[config.mk]
export PLATFORM = sky130hd
export DESIGN_NAME = mips_mdu
export DESIGN_NICKNAME = d
export VERILOG_FILES = /design/src/rtl/mips_mdu.sv
export SDC_FILE = /design/constraint.sdc
export NUM_CORES = 1
export LEC_CHECK = 0
export ABC_CLOCK_PERIOD_IN_PS = 3500
export BUFFER_PORTS_ARGS = -buffer_cell sky130_fd_sc_hd__buf_4
export CORE_UTILIZATION = 40
export DETAILED_ROUTE_END_ITERATION = 16
export SLEW_MARGIN = 20
export SYNTH_ARGS = -nofsm -noshare
export SYNTH_HDL_FRONTEND = slang
export SYNTH_SLANG_ARGS = --single-unit
export TNS_END_PERCENT = 1
[constraint.sdc]
create_clock -name clk -period 3.5 [get_ports clk]
set_input_delay 0.7 -clock clk [delete_from_list [all_inputs] [get_ports clk]]
set_output_delay 0.7 -clock clk [all_outputs]
set_load 0.01 [all_outputs]
[src/rtl/mips_mdu.sv]
// Iterative radix-2 multiply/divide unit holding the MIPS HI/LO registers.
// Define MIPS_MDU_FAST_MUL_EN to execute MULT/MULTU in a single combinational step.
module mips_mdu #(
    parameter int WIDTH = 32
) (
    input  logic             clk,
    input  logic             reset,
    input  logic             start_e,
    input  logic [1:0]       op_e,
    input  logic [WIDTH-1:0] srca_e,
    input  logic [WIDTH-1:0] srcb_e,
    input  logic             mthi_e,
    input  logic             mtlo_e,
    output logic             busy,
    output logic             done,
    output logic [WIDTH-1:0] hi,
    output logic [WIDTH-1:0] lo
);

    localparam int CW = $clog2(WIDTH + 1);

    typedef enum logic [1:0] {
        IDLE = 2'd0,
        RUN  = 2'd1,
        FIX  = 2'd2
    } state_t;

    state_t               state_reg, state_next;
    logic [2*WIDTH-1:0]   acc_reg;
    logic [WIDTH-1:0]     opnd_reg;
    logic [WIDTH-1:0]     dvd_raw_reg;
    logic [CW-1:0]        cnt_reg;
    logic                 is_div_reg;
    logic                 neg_res_reg;
    logic                 neg_rem_reg;
    logic                 div0_reg;
    logic [WIDTH-1:0]     hi_reg;
    logic [WIDTH-1:0]     lo_reg;
    logic                 done_reg;

    // Operand magnitudes; unsigned ops (op_e[0]=1) pass operands through raw.
    logic                 a_neg, b_neg;
    logic [WIDTH-1:0]     a_mag, b_mag;

    assign a_neg = ~op_e[0] & srca_e[WIDTH-1];
    assign b_neg = ~op_e[0] & srcb_e[WIDTH-1];
    assign a_mag = a_neg ? (~srca_e + 1'b1) : srca_e;
    assign b_mag = b_neg ? (~srcb_e + 1'b1) : srcb_e;

    logic                 fast_mul_go;
`ifdef MIPS_MDU_FAST_MUL_EN
    logic [2*WIDTH-1:0]   fast_mag;
    logic [2*WIDTH-1:0]   fast_prod;
    assign fast_mul_go = start_e & ~op_e[1];
    assign fast_mag    = {{WIDTH{1'b0}}, a_mag} * {{WIDTH{1'b0}}, b_mag};
    assign fast_prod   = (a_neg ^ b_neg) ? (~fast_mag + 1'b1) : fast_mag;
`else
    assign fast_mul_go = 1'b0;
`endif

    // Multiply step: acc = {partial product, remaining multiplier bits}.
    logic [WIDTH:0]       mul_sum;
    logic [2*WIDTH-1:0]   mul_next;

    assign mul_sum  = {1'b0, acc_reg[2*WIDTH-1:WIDTH]} +
                      (acc_reg[0] ? {1'b0, opnd_reg} : {(WIDTH+1){1'b0}});
    assign mul_next = {mul_sum, acc_reg[WIDTH-1:1]};

    // Divide step: acc = {partial remainder, dividend bits / quotient bits}.
    logic [WIDTH:0]       div_shift;
    logic [WIDTH:0]       div_diff;
    logic                 div_ge;
    logic [2*WIDTH-1:0]   div_next;

    assign div_shift = {acc_reg[2*WIDTH-1:WIDTH], acc_reg[WIDTH-1]};
    assign div_diff  = div_shift - {1'b0, opnd_reg};
    assign div_ge    = (div_shift >= {1'b0, opnd_reg});
    assign div_next  = {(div_ge ? div_diff[WIDTH-1:0] : div_shift[WIDTH-1:0]),
                        acc_reg[WIDTH-2:0], div_ge};

    // Sign fix-up of the finished magnitudes.
    logic [2*WIDTH-1:0]   prod_fix;
    logic [WIDTH-1:0]     quo_fix;
    logic [WIDTH-1:0]     rem_fix;

    assign prod_fix = neg_res_reg ? (~acc_reg + 1'b1) : acc_reg;
    assign quo_fix  = neg_res_reg ? (~acc_reg[WIDTH-1:0] + 1'b1) : acc_reg[WIDTH-1:0];
    assign rem_fix  = neg_rem_reg ? (~acc_reg[2*WIDTH-1:WIDTH] + 1'b1)
                                  : acc_reg[2*WIDTH-1:WIDTH];

    always_comb begin
        state_next = state_reg;
        case (state_reg)
            IDLE: begin
                if (start_e && !fast_mul_go) begin
                    state_next = RUN;
                end
            end
            RUN: begin
                if (cnt_reg == CW'(1)) begin
                    state_next = FIX;
                end
            end
            FIX:     state_next = IDLE;
            default: state_next = IDLE;
        endcase
    end

    always_ff @(posedge clk or negedge reset) begin
        if (!reset) begin
            state_reg   <= IDLE;
            acc_reg     <= '0;
            opnd_reg    <= '0;
            dvd_raw_reg <= '0;
            cnt_reg     <= '0;
            is_div_reg  <= 1'b0;
            neg_res_reg <= 1'b0;
            neg_rem_reg <= 1'b0;
            div0_reg    <= 1'b0;
            hi_reg      <= '0;
            lo_reg      <= '0;
            done_reg    <= 1'b0;
        end else begin
            state_reg <= state_next;
            done_reg  <= 1'b0;
            case (state_reg)
                IDLE: begin
                    if (start_e) begin
`ifdef MIPS_MDU_FAST_MUL_EN
                        if (fast_mul_go) begin
                            hi_reg   <= fast_prod[2*WIDTH-1:WIDTH];
                            lo_reg   <= fast_prod[WIDTH-1:0];
                            done_reg <= 1'b1;
                        end
`endif
                        // Multiply keeps the multiplier in the low half; divide the dividend.
                        acc_reg     <= {{WIDTH{1'b0}}, (op_e[1] ? a_mag : b_mag)};
                        opnd_reg    <= op_e[1] ? b_mag : a_mag;
                        dvd_raw_reg <= srca_e;
                        cnt_reg     <= CW'(WIDTH);
                        is_div_reg  <= op_e[1];
                        neg_res_reg <= a_neg ^ b_neg;
                        neg_rem_reg <= a_neg;
                        div0_reg    <= (srcb_e == '0);
                    end else begin
                        if (mthi_e) hi_reg <= srca_e;
                        if (mtlo_e) lo_reg <= srca_e;
                    end
                end
                RUN: begin
                    acc_reg <= is_div_reg ? div_next : mul_next;
                    cnt_reg <= cnt_reg - CW'(1);
                end
                FIX: begin
                    done_reg <= 1'b1;
                    if (!is_div_reg) begin
                        hi_reg <= prod_fix[2*WIDTH-1:WIDTH];
                        lo_reg <= prod_fix[WIDTH-1:0];
                    end else if (div0_reg) begin
                        hi_reg <= dvd_raw_reg;
                        lo_reg <= '1;
                    end else begin
                        hi_reg <= rem_fix;
                        lo_reg <= quo_fix;
                    end
                end
                default: ;
            endcase
        end
    end

    assign busy = (state_reg != IDLE);
    assign done = done_reg;
    assign hi   = hi_reg;
    assign lo   = lo_reg;

endmodule

==> flow_summary.ini <==
[yosys]
syn_inst = 2248
ys_ff_latch = 205
ys_top_cells_by_count = nand2_1, o21ai_0, dfrtp_1, a21oi_1, nor2_1
ys.flop_type = dfrtp_1
async_flop_share_pct = 100
synthDominantCellAreaShare_pct = 29.9
synth.most_common_cell = nand2_1
yosys-top-cells-area = dfrtp_1, nand2_1, o21ai_0, a21oi_1, xnor2_1
synth_edf_count = 0
synth_warnings = 0
ys_types = 75
synth_area_per_cell_um2 = 7.62
syn_nets = 2391
syn_area_um2 = 17100
synth_top_cell_by_area = dfrtp_1
synth_seq_area_share_pct = 29.9

[setup_path]
reg2reg_to = acc_reg[56]
critPathMaxFanout = 10
path_cells = inv_1 > buf_12 > buf_12 > nor2_1 > ha_1 > buf_4 > and3_1 > a221o_1 > a21oi_1 > buf_4 > nand4b_1 > a31o_2 > a21o_1 > xnor2_1 > o221ai_1
required_ps = 3900
worstSetupPathType = reg -> reg
crit_arrival_ps = 3810
slowest_stage = dfrtp_2
startpoint_type = flip-flop
crit_path_end = acc_reg[56]
r2r_slack_ps = 100
critical_path.top_delay_family = compound AO/OA/AOI/OAI gates
r2r_start = acc_reg[0]
worst-path-stages = 15
path_buf_inv = 5
slowest_delay_ps = 450
crit_path_end_kind = flip-flop
crit_start = acc_reg[0]
r2r_cells = 15

[placed_design]
portBuffers = 136
globalplace.congestion = 0.953
dp_hpwl_mm = 51.7
pre_cts_ws_ps = -249

[clock_network]
insertion_delay_ps = 580
cts_root_buf = clkbuf_16
cts_max_path_buffers = 3
clock-sinks = 205
cts_tree = built
cts_buffers = 26
ctsHoldBuffers = 0
htree_levels = 1
clkTransAtPathRegs_ps = 60

[layout]
areaGrowthSynthToFinish_pct = 21.2
nFillCells = 4144
seqCellArea_um2 = 5130
largest_reg_flops = 64
drive_above_1_share_pct = 17.5
multi_input_area_um2 = 11200
antenna-diode-count = 0
fin_nets = 2580

[timing]
hold_viol = 0
setup_viol = 0
finalWorstSetupSlack_ps = 99.2
drv_slew = 0
tightestPinTransition_ps = 937
worst_clock_skew_ps = 10.5
rsz0062_at_grt = yes
max_freq_mhz = 294
maxSlewHeadroom_pct = 37.4
timing.final.crit_share_pct = 97.2
finalCriticalPeriod_ps = 3400

[die]
core_um2 = 42100
die_area_um2 = 43700
start_util_pct = 40.7
die_h_um = 209
num_io_pins = 137
die_x_um = 209
rows = 75

[routing]
first_pass_iters = 7
drt_iter0_drc = 1822
wire_per_inst_um = 22.4
drc = 0
drtAntennaViolNets = 0
num_vias = 18000
viasPerCell = 6.00
wl_mm = 67.1

[global_route]
first_global_vias = 17500
grt_pass1_wl_mm = 103
grt_max_degree = 66
grt_util_all_layers_pct = 30.4
overflow = 0
antenna_found_initial = 1

[job]
cap_violations = 0

[run_status]
outcome = finished clean

[power]
p_total_mw = 22.7
cellPowerDensity_nw_per_um2 = 1090
power.leakage_nw = 9.10
irDropWorstVdd_v = 0.000538

[hold_path]
min_path_type = in -> async
[metal layers]
| layer | vias up | routed length, um | global-route usage (%) |
|---|---|---|---|
| met5 | - | 0 | 0 |
| met4 | 0 | 3020 | 13.2 |
| met2 | 709 | 30000 | 47.7 |
| met3 | 136 | 4530 | 3.88 |
| met1 | 8701 | 29500 | 41.8 |
| li1 | 8420 | - | - |
[cell type report]
type / count / share of cell area [%]
multi-input cells: 1811 / 53.9
flip-flops and latches: 205 / 24.7
repair buffers: 334 / 12.5
clock buffers: 35 / 3.68
well taps: 539 / 3.25
inverters: 59 / 1.07
clock inverters: 13 / 0.886
[what timing repair did]
action                                 CTS  global route
setup endpoints to repair                0            15
resized for setup                        0            17
buffers inserted                         0             1
endpoints found under the hold margin    0             0
[cell families (layout without fill, tap and decap cells)]
| logic type | after synthesis | count (layout) | share of synthesized area [%] |
|---|---|---|---|
| DFF | 205 | 205 | 29.9 |
| muxes | 59 | 59 | 3.46 |
| xor gates and xnor gates | 175 | 175 | 8.95 |
| and+or+nand+nor | 779 | 779 | 21.3 |
| buffers and inverters | 232 | 441 | 5.26 |
| adders and majority gates | 72 | 72 | 5.35 |
| AOI/OAI and AO/OA | 726 | 726 | 25.8 |
[worst register-to-register path, delay by kind of cell (launching register included)]
family | cells | cell delay [ps]
compound gates | 5 | 1110
buf+inv | 5 | 730
simple gates | 3 | 470
flops | 1 | 450
fa+ha+maj | 1 | 320
xor+xnor | 1 | 150
[worst min-delay path by stage]
stage                       to  cells after the start
2_1_floorplan       acc_reg[0]                      0
3_3_place_gp   dvd_raw_reg[16]                      2
3_5_place_dp   dvd_raw_reg[13]                      2
4_1_cts                  lo[4]                      1
5_1_grt                  lo[4]                      1
6_report                lo[10]                      1
[report_power, final]
part | switching [mW] | internal, mW
registers | 1.02 | 3.54
logic | 8.72 | 6.46
clock network | 1.19 | 1.76
total | 10.9 | 11.8
[placed cells by master (no fill, tap or decap), types with 44 or more instances in the layout]
master and count:
mux2i_1 57, xor2_1 68, nor2_1 183, ha_1 70, nand2_1 326, buf_4 325
o22ai_1 44, inv_1 58, nand3_1 48, a21oi_1 190, o21ai_0 216, dfrtp_1 203
xnor2_1 107
[metrics by stage]
stage / setup TNS [ps] / cells / hold WS [ps] / util (%) / instance area [um^2]
2_1_floorplan: 0 / 2248 / 404 / - / 17100
3_3_place_gp: -990 / 2947 / 452 / 46.9 / 19800
3_5_place_dp: -1030 / 2947 / 457 / 46.9 / 19800
4_1_cts: 0 / 2995 / 125 / 49.1 / 20700
5_1_grt: -62.9 / 2996 / 159 / 49.3 / 20800
6_report: 0 / 2996 / 122 / 49.3 / 20800
(Power assumes the default switching activity.)
